`src/rtl/sifh_hist_engine.sv`:
```
// Multi-pixel SiFH histogram engine: clears a shared histogram RAM, accumulates
// timestamp events with read-modify-write and forwarding, then reports per-pixel peaks.
module sifh_hist_engine #(
  parameter int BIN_W   = 6,
  parameter int PIX_W   = 2,
  parameter int CNT_W   = 10,
  parameter int ACQ_NUM = 1024
) (
  input  logic                   clk,
  input  logic                   res,
  input  logic                   start,
  input  logic                   ts_valid,
  output logic                   ts_ready,
  input  logic [BIN_W-1:0]       ts_bin,
  input  logic [PIX_W-1:0]       ts_pix,
  output logic                   ram_we,
  output logic [PIX_W+BIN_W-1:0] ram_waddr,
  output logic [CNT_W-1:0]       ram_wdata,
  output logic                   ram_re,
  output logic [PIX_W+BIN_W-1:0] ram_raddr,
  input  logic [CNT_W-1:0]       ram_rdata,
  output logic                   pk_valid,
  output logic [PIX_W-1:0]       pk_pix,
  output logic [BIN_W-1:0]       pk_bin,
  output logic [CNT_W-1:0]       pk_cnt,
  output logic                   busy,
  output logic                   done
);

  localparam int AW  = PIX_W + BIN_W;
  localparam int ACW = $clog2(ACQ_NUM + 1);

  localparam logic [2:0] S_IDLE  = 3'd0;
  localparam logic [2:0] S_CLEAR = 3'd1;
  localparam logic [2:0] S_ACCUM = 3'd2;
  localparam logic [2:0] S_DRAIN = 3'd3;
  localparam logic [2:0] S_PEAK  = 3'd4;
  localparam logic [2:0] S_DONE  = 3'd5;

  logic [2:0]       state_reg, state_next;
  logic [AW-1:0]    clr_addr_reg;
  logic [ACW-1:0]   acc_cnt_reg;
  logic [AW:0]      scan_cnt_reg;
  logic             s1_valid_reg;
  logic [AW-1:0]    s1_addr_reg;
  logic             fwd_reg;
  logic [CNT_W-1:0] fwd_val_reg;
  logic             cmp_valid_reg;
  logic [AW-1:0]    cmp_addr_reg;
  logic [CNT_W-1:0] max_cnt_reg;
  logic [BIN_W-1:0] max_bin_reg;

  logic             accept;
  logic [AW-1:0]    ev_addr;
  logic [CNT_W-1:0] old_cnt;
  logic [CNT_W-1:0] inc_cnt;
  logic             stage2_we;
  logic             scan_rd;
  logic [BIN_W-1:0] cmp_bin;
  logic             take;
  logic [CNT_W-1:0] new_cnt;
  logic [BIN_W-1:0] new_bin;
  logic             last_cmp;

  assign accept    = (state_reg == S_ACCUM) && ts_valid;
  assign ev_addr   = {ts_pix, ts_bin};
  // RAM returns stale data on read-during-write, so a just-written count is forwarded.
  assign old_cnt   = fwd_reg ? fwd_val_reg : ram_rdata;
  assign inc_cnt   = (old_cnt == {CNT_W{1'b1}}) ? old_cnt : old_cnt + 1'b1;
  assign stage2_we = ((state_reg == S_ACCUM) || (state_reg == S_DRAIN)) && s1_valid_reg;
  assign scan_rd   = (state_reg == S_PEAK) && !scan_cnt_reg[AW];

  // Bin 0 always loads the running max; later bins only win when strictly greater.
  assign cmp_bin   = cmp_addr_reg[BIN_W-1:0];
  assign take      = (cmp_bin == '0) || (ram_rdata > max_cnt_reg);
  assign new_cnt   = take ? ram_rdata : max_cnt_reg;
  assign new_bin   = take ? cmp_bin : max_bin_reg;
  assign last_cmp  = cmp_valid_reg && (&cmp_addr_reg);

  always_comb begin
    state_next = state_reg;
    case (state_reg)
      S_IDLE:  if (start) state_next = S_CLEAR;
      S_CLEAR: if (&clr_addr_reg) state_next = S_ACCUM;
      S_ACCUM: if (accept && (acc_cnt_reg == ACW'(ACQ_NUM - 1))) state_next = S_DRAIN;
      S_DRAIN: state_next = S_PEAK;
      S_PEAK:  if (last_cmp) state_next = S_DONE;
      S_DONE:  state_next = S_IDLE;
      default: state_next = S_IDLE;
    endcase
  end

  always_comb begin
    ts_ready  = (state_reg == S_ACCUM);
    busy      = (state_reg != S_IDLE);
    done      = (state_reg == S_DONE);
    ram_re    = accept || scan_rd;
    ram_raddr = '0;
    if (accept)
      ram_raddr = ev_addr;
    else if (scan_rd)
      ram_raddr = scan_cnt_reg[AW-1:0];
    ram_we    = 1'b0;
    ram_waddr = '0;
    ram_wdata = '0;
    if (state_reg == S_CLEAR) begin
      ram_we    = 1'b1;
      ram_waddr = clr_addr_reg;
    end else if (stage2_we) begin
      ram_we    = 1'b1;
      ram_waddr = s1_addr_reg;
      ram_wdata = inc_cnt;
    end
  end

  always_ff @(posedge clk or posedge res) begin
    if (res) begin
      state_reg     <= S_IDLE;
      clr_addr_reg  <= '0;
      acc_cnt_reg   <= '0;
      scan_cnt_reg  <= '0;
      s1_valid_reg  <= 1'b0;
      s1_addr_reg   <= '0;
      fwd_reg       <= 1'b0;
      fwd_val_reg   <= '0;
      cmp_valid_reg <= 1'b0;
      cmp_addr_reg  <= '0;
      max_cnt_reg   <= '0;
      max_bin_reg   <= '0;
      pk_valid      <= 1'b0;
      pk_pix        <= '0;
      pk_bin        <= '0;
      pk_cnt        <= '0;
    end else begin
      state_reg     <= state_next;
      clr_addr_reg  <= (state_reg == S_CLEAR) ? clr_addr_reg + 1'b1 : '0;
      if (state_reg == S_IDLE)
        acc_cnt_reg <= '0;
      else if (accept)
        acc_cnt_reg <= acc_cnt_reg + 1'b1;
      if (scan_rd)
        scan_cnt_reg <= scan_cnt_reg + 1'b1;
      else if (state_reg != S_PEAK)
        scan_cnt_reg <= '0;
      s1_valid_reg  <= accept;
      s1_addr_reg   <= ev_addr;
      fwd_reg       <= accept && stage2_we && (ev_addr == s1_addr_reg);
      fwd_val_reg   <= inc_cnt;
      cmp_valid_reg <= scan_rd;
      cmp_addr_reg  <= scan_cnt_reg[AW-1:0];
      if (cmp_valid_reg) begin
        max_cnt_reg <= new_cnt;
        max_bin_reg <= new_bin;
      end
      pk_valid <= cmp_valid_reg && (&cmp_bin);
      if (cmp_valid_reg && (&cmp_bin)) begin
        pk_pix <= cmp_addr_reg[AW-1:BIN_W];
        pk_bin <= new_bin;
        pk_cnt <= new_cnt;
      end
    end
  end

endmodule

```
`config.mk`:
```
export PLATFORM = sky130hd
export DESIGN_NAME = sifh_hist_engine
export DESIGN_NICKNAME = d
export VERILOG_FILES = /design/src/rtl/sifh_hist_engine.sv
export SDC_FILE = /design/constraint.sdc
export NUM_CORES = 1
export LEC_CHECK = 0
export BUFFER_PORTS_ARGS = -buffer_cell sky130_fd_sc_hd__buf_2
export CAP_MARGIN = 10
export CELL_PAD_IN_SITES_DETAIL_PLACEMENT = 1
export CELL_PAD_IN_SITES_GLOBAL_PLACEMENT = 1
export CORE_MARGIN = 2
export CORE_UTILIZATION = 43
export DETAILED_ROUTE_END_ITERATION = 6
export PLACE_DENSITY_LB_ADDON = 0.1
export SYNTH_ARGS = -nofsm -noshare
export SYNTH_HDL_FRONTEND = slang
export SYNTH_SLANG_ARGS = --single-unit
export TNS_END_PERCENT = 100
```
`constraint.sdc`:
```
create_clock -name clk -period 5.5 [get_ports clk]
set_input_delay 1.1 -clock clk [delete_from_list [all_inputs] [get_ports clk]]
set_output_delay 1.1 -clock clk [all_outputs]
set_load 0.02 [all_outputs]
```
==> results of run 1 <==
==> per-stage QoR <==
step	cell area, um^2	hold WS [ps]	setup slack [ps]	util
2_1_floorplan	4820	404.6	1758	-
3_3_place_gp	5274	445.2	1658	0.4844
3_5_place_dp	5274	448.4	1624	0.4844
4_1_cts	5479	475.8	1478	0.5032
5_1_grt	5479	497.3	1263	0.5032
6_report	5479	473.4	1521	0.5032
==> worst register-to-register path: stages, from the launching register on <==
cell	delay, ps
dfrtp_1	500
and4_1	230
nand4_1	710
inv_1	890
a31oi_1	250
nor3_1	220
a22o_1	170
==> how the worst min path moves through the flow <==
stage                     from         endpoint  cells past startpoint
5_1_grt        scan_cnt_reg[6]  cmp_addr_reg[6]                      0
4_1_cts        scan_cnt_reg[6]  cmp_addr_reg[6]                      0
3_3_place_gp   scan_cnt_reg[4]  cmp_addr_reg[4]                      0
3_5_place_dp   scan_cnt_reg[6]  cmp_addr_reg[6]                      0
2_1_floorplan  scan_cnt_reg[4]  cmp_addr_reg[4]                      0
6_report       scan_cnt_reg[4]  cmp_addr_reg[4]                      0
==> Yosys cell counts (6+ instances only) <==
master	instances
a21oi_1	28
a22o_1	17
a31oi_1	12
and2_1	9
and3_1	9
clkbuf_1	11
dfrtp_1	95
ha_1	14
inv_1	17
mux2_2	7
mux2_4	6
mux2i_1	12
nand2_1	27
nand3_1	12
nand4_1	8
nor2_1	54
o21ai_0	15
xnor2_1	13
xor2_1	21
==> layout make-up <==
type	count	area (um^2)	area share
flip-flops and latches	95	2377	0.4339
multi-input cells	321	2278	0.4158
repair buffers	74	377.9	0.06897
well taps	140	175.2	0.03197
clock buffers	9	123.9	0.02261
clock inverters	7	81.33	0.01484
inverters	17	65.06	0.01187
==> cells by family (layout without fill, tap and decap cells) <==
kind of cell	count (synthesis)	after routing	synth area share
AND/OR/NAND/NOR	149	149	0.1578
flip-flops	95	95	0.4933
AO/OA/AOI/OAI	99	99	0.1555
buffers and inverters	36	107	0.03531
multiplexers	25	25	0.05997
XOR/XNOR	34	34	0.06179
adder cells (fa/ha/maj)	14	14	0.03635
==> layer usage <==
metal  global-route usage  up-vias  part of all wire
li1                     -     1738                 -
met1               0.2760     1847              0.44
met2               0.3628       81              0.49
met3              0.04031       30             0.040
met4               0.1076        0             0.036
met5                    0        -                 0
==> where the power goes <==
group	switching (mW)	internal, mW
logic	0.117	0.0743
clock network	0.265	0.216
registers	0.0314	0.726
==> out/results.ini, run 1 <==
[placement]
dp_cells = 647
port_buffers = 71
gp_congestion = 0.8053
hpwl_um = 8907

[die]
die_h_um = 109.9
io_pins = 72
rows = 38
chipWidth_um = 109.9
initial_core_util = 0.4427
die-area_mm2 = 0.01207
core-area_mm2 = 0.01089

[clocking]
numCtsBuffers = 9
cts_tree = yes
cts_setup_buffers = 0
cts_resized = 0
clk_pin_slew_ps = 100
htree_levels = 3
clockRootBuffer = clkbuf_8
cts_max_path_buffers = 2
cts_sinks = 95
postCtsHoldBufs = 0
clk_latency_ps = 370

[cells_and_area]
insertedDiodeCount = 0
layout_commonest_cell = dfrtp_1
final_cell_mix = dfrtp_1 (95), buf_2 (71), nor2_1 (54)
largest_register_ffs = 11
final_nets = 554
syn_to_final_growth_pct = 13.68
final_layout_size_suffix_gt1_frac = 0.2294
finalNonFillerCells = 663
fillCellCount = 1232

[timing]
setup_viol = 0
hold_viol = 0
worst_pin_slew_ps = 950.0
fmax_mhz = 251.3
maxSlewViolCount = 0
rsz0062_at_grt = false
fin_crit_ps = 3979
slew_headroom = 0.3643
post-route-period-util = 0.7235
fin_tns_setup_ps = 0
fin_worst_skew_ps = 5.105

[drt]
ant_nets = 0
drc_errors = 0
drtIter0Drc = 179
vias_per_cell = 5.575
routed_wl_um = 12290
routedWlPerCell_um = 18.54
route.vias.total = 3696
firstDrtPassIters = 4

[setup_path]
cp.required_ps = 4400
r2r_end = state_reg[0]
critPathLaunch = fwd_reg
r2r-start = cmp_valid_reg
r2r_cells = 6
cpMostUsedCell = mux2i_1
crit_path_start_kind = flop
worstSetupPathType = reg -> out
cpMaxStageDelayCell = dfrtp_1
critPathCaptureType = output port
critPathMaxStageDelay_ps = 810
path_buf_inv = 2
worstPathArrival_ps = 2880
critPathTopFamily = flip-flops
crit_path_cell_trace = mux2i_1, inv_1, ha_1, o21a_1, nand3b_1, mux2i_1, and2_1, buf_2
crit_path_end = ram_wdata[8]
crit_fanout = 18
reg2reg_slack_ps = 2460
cp.depth = 8

[pwr]
p_leak_nw = 2.594
ir_drop_v = 0.0002155
powerDensity_mw_per_mm2 = 260.8
finalPower_mw = 1.429

[job]
drv_cap = 0

[synth]
yosysSeqAreaShare = 0.4933
synth-seq-cells = 95
synthesis.instances = 452
yosys-top-cells-area = dfrtp_1 (49%), nor2_1 (4.2%), xor2_1 (3.8%), ha_1 (3.6%), a22o_1 (3.1%)
yosysWarnings = 0
yosys.area.top_type_share = 0.4933
synth_area_mm2 = 0.004820
synth_area_leader_cell = dfrtp_1
synth_edf_count = 0
async_reset_ff_frac = 1.000
syn_avg_cell_area_um2 = 10.66
syn_nets = 488
synth_flop_cell = dfrtp_1
synthDistinctLibCells = 57

[grt]
grt_pass1_vias = 3982
antenna_found_initial = 0
grt_max_degree = 51
groute.usage.overall = 0.2197
grt_first_pass_wirelength_um = 20180
grt-ovfl-total = 0

[worst_hold_path]
hp-class = reg -> reg

[status]
status = finished clean

(Power assumes the default switching activity.)
==> run 2: changes to the inputs <==
--- a/config.mk
+++ b/config.mk
@@ -10,7 +10,7 @@
 export CELL_PAD_IN_SITES_DETAIL_PLACEMENT = 1
 export CELL_PAD_IN_SITES_GLOBAL_PLACEMENT = 1
 export CORE_MARGIN = 2
-export CORE_UTILIZATION = 43
+export CORE_UTILIZATION = 40
 export DETAILED_ROUTE_END_ITERATION = 6
 export PLACE_DENSITY_LB_ADDON = 0.1
 export SYNTH_ARGS = -nofsm -noshare
==> constraint.sdc (replaced) <==
create_clock -name clk -period 3.3 [get_ports clk]
set_input_delay 0.66 -clock clk [delete_from_list [all_inputs] [get_ports clk]]
set_output_delay 0.66 -clock clk [all_outputs]
set_load 0.02 [all_outputs]
==> run 2 against run 1 <==
Effect of this change: global-route usage down 1.6 points; hold slack worse by 130 ps; via count about the same; clock-buffer cell count up 1; sequential power up 66%; setup slack worse by 1400 ps; critical path type unchanged; non-clock buffer count up 7; largest power group unchanged; sequential cell count unchanged; final cell count up 2.1%; die area up 7.2%; combinational power up 71%.
==> out/results.ini, run 2 (synthesized netlist as in run 1, its figures left out) <==
[drt]
vias_per_cell = 5.464  ; -2.0%
route.vias.total = 3699  ; +0.081%
drtIter0Drc = 168  ; -6.1%
routed_wl_um = 12350  ; +0.48%
ant_nets = 0  ; unchanged
routedWlPerCell_um = 18.24  ; -1.6%
firstDrtPassIters = 4  ; unchanged
drc_errors = 0  ; unchanged

[cells_and_area]
final_cell_mix = dfrtp_1 (94), buf_2 (71), nor2_1 (54)
final_layout_size_suffix_gt1_frac = 0.2434  ; +0.01395
fin_area_mm2 = 0.005673  ; +3.5%
insertedDiodeCount = 0  ; unchanged
syn_to_final_growth_pct = 17.71
largest_register_ffs = 11  ; unchanged
layout_commonest_cell = dfrtp_1
final_nets = 561  ; +1.3%
fillCellCount = 1341  ; +8.8%
finalNonFillerCells = 677  ; +2.1%
utilization = 0.4783  ; -0.02495

[setup_path]
r2r-start = max_cnt_reg[7]
cp.required_ps = 2640  ; -1760 ps
critPathCaptureType = output port
critPathMaxStageDelay_ps = 440  ; -370 ps
worstSetupPathType = reg -> out
critPathTopFamily = compound AO/OA/AOI/OAI gates
cpMaxStageDelayCell = dfrtp_2
worstPathArrival_ps = 2480  ; -400 ps
crit_fanout = 9  ; -9
path_buf_inv = 3  ; +1
r2r_end = max_cnt_reg[8]
r2r_cells = 8  ; +2
reg2reg_slack_ps = 820  ; -1640 ps
crit_path_cell_trace = buf_4, mux2i_2, inv_1, ha_1, o21a_1, nand3_4, a211o_1, o21ai_0, buf_2
crit_path_start_kind = flop

[grt]
antenna_found_initial = 0  ; unchanged
grt_first_pass_wirelength_um = 20350  ; +0.86%
grt_max_degree = 65  ; +27%
grt-ovfl-total = 0  ; unchanged
groute.usage.overall = 0.2033  ; -0.01641
grt_pass1_vias = 3861  ; -3.0%

[placement]
dp_slack_ps = 268.5  ; -1355 ps
hpwl_um = 8969  ; +0.69%
dp_cells = 661  ; +2.2%
port_buffers = 71  ; unchanged
placed_cell_area_mm2 = 0.005360  ; +1.6%
gp_congestion = 0.7749  ; -3.8%

[clocking]
clk_pin_slew_ps = 70  ; -30 ps
cts_setup_buffers = 0  ; unchanged
postCtsHoldBufs = 0  ; unchanged
cts_max_path_buffers = 2  ; unchanged
cts_sinks = 95  ; unchanged
clk_latency_ps = 350  ; -20 ps
htree_levels = 3  ; unchanged
cts_tree = yes
clockRootBuffer = clkbuf_16
numCtsBuffers = 9  ; unchanged

[timing]
maxSlewViolCount = 0  ; unchanged
fmax_mhz = 318.4
slew_headroom = 0.5310  ; +0.1667
setup_viol = 0  ; unchanged
fin_tns_setup_ps = 0  ; unchanged
hold_viol = 0  ; unchanged
post-route-period-util = 0.9517
worst_pin_slew_ps = 702.7  ; -247.3 ps
whs_ps = 347.7  ; -125.7 ps
fin_crit_ps = 3141
fin_worst_skew_ps = 5.874  ; +0.7691 ps
rsz0062_at_grt = false
layout_setup_ws_ps = 159.4  ; -1361 ps

[pwr]
powerDensity_mw_per_mm2 = 470.9  ; +81%
p_leak_nw = 2.688  ; +3.6%
finalPower_mw = 2.672  ; +87%
ir_drop_v = 0.0002203  ; +2.2%

[worst_hold_path]
hp-class = in -> async

[die]
core-area_mm2 = 0.01186  ; +8.9%
initial_core_util = 0.4063  ; -0.03633
die_h_um = 113.8  ; +3.5%
chipWidth_um = 113.8  ; +3.5%
io_pins = 72  ; unchanged
die-area_mm2 = 0.01294  ; +7.2%
rows = 40  ; +5.3%

[status]
status = finished clean

[job]
drv_cap = 0  ; unchanged

==> run 2: cell types whose count changed in the layout (fill, tap and decap cells not counted), sizes merged <==
cell | previous run | this run
buf | 74 | 81
inv | 18 | 17
clkbuf | 9 | 10
==> run 2: where the power goes <==
part           switching (mW)  total [mW]  leakage, nW  internal [mW]
clock network           0.473        1.09        0.149          0.612
logic                   0.197       0.326         1.30          0.128
registers              0.0496        1.26         1.24           1.21
total                   0.720        2.67         2.69           1.95
==> run 2: how the worst max path moves through the flow <==
stage	endpoint	slack, ps	from	cells after the start
after floorplan	acc_cnt_reg[0]	160	res	1
after global placement	ram_wdata[5]	330	ram_rdata[1]	9
after detailed placement	ram_wdata[5]	270	ram_rdata[1]	9
after CTS	ram_wdata[5]	100	fwd_reg	9
after global routing	ram_wdata[5]	20	fwd_reg	9
final	ram_wdata[2]	160	fwd_reg	9
==> run 2: layer usage <==
metal  wire length (um)  GRT usage  share of wire  vias to the layer above
li1                   -          -              -                     1760
met1               5765     0.2672           0.47                     1864
met2               5988     0.3381           0.48                       63
met3                368    0.03082          0.030                       12
met4                225    0.08293          0.018                        0
met5                  0          0              0                        -
==> run 2: area by class of cell <==
| class | instances | area, um^2 | share of cell area |
|---|---|---|---|
| sequential | 95 | 2379 | 0.4193 |
| multi-input combinational | 321 | 2282 | 0.4023 |
| timing repair buffer | 81 | 455.4 | 0.08028 |
| clock buffer | 10 | 239.0 | 0.04213 |
| tap | 147 | 183.9 | 0.03242 |
| clock inverter | 6 | 68.82 | 0.01213 |
| inverter | 17 | 65.06 | 0.01147 |
==> run 2: repair_timing <==
| action | in CTS | in global routing |
|---|---|---|
| setup endpoints to repair | 0 | 3 |
| hold endpoints to repair | 0 | 0 |
| gates resized for setup | 0 | 2 |
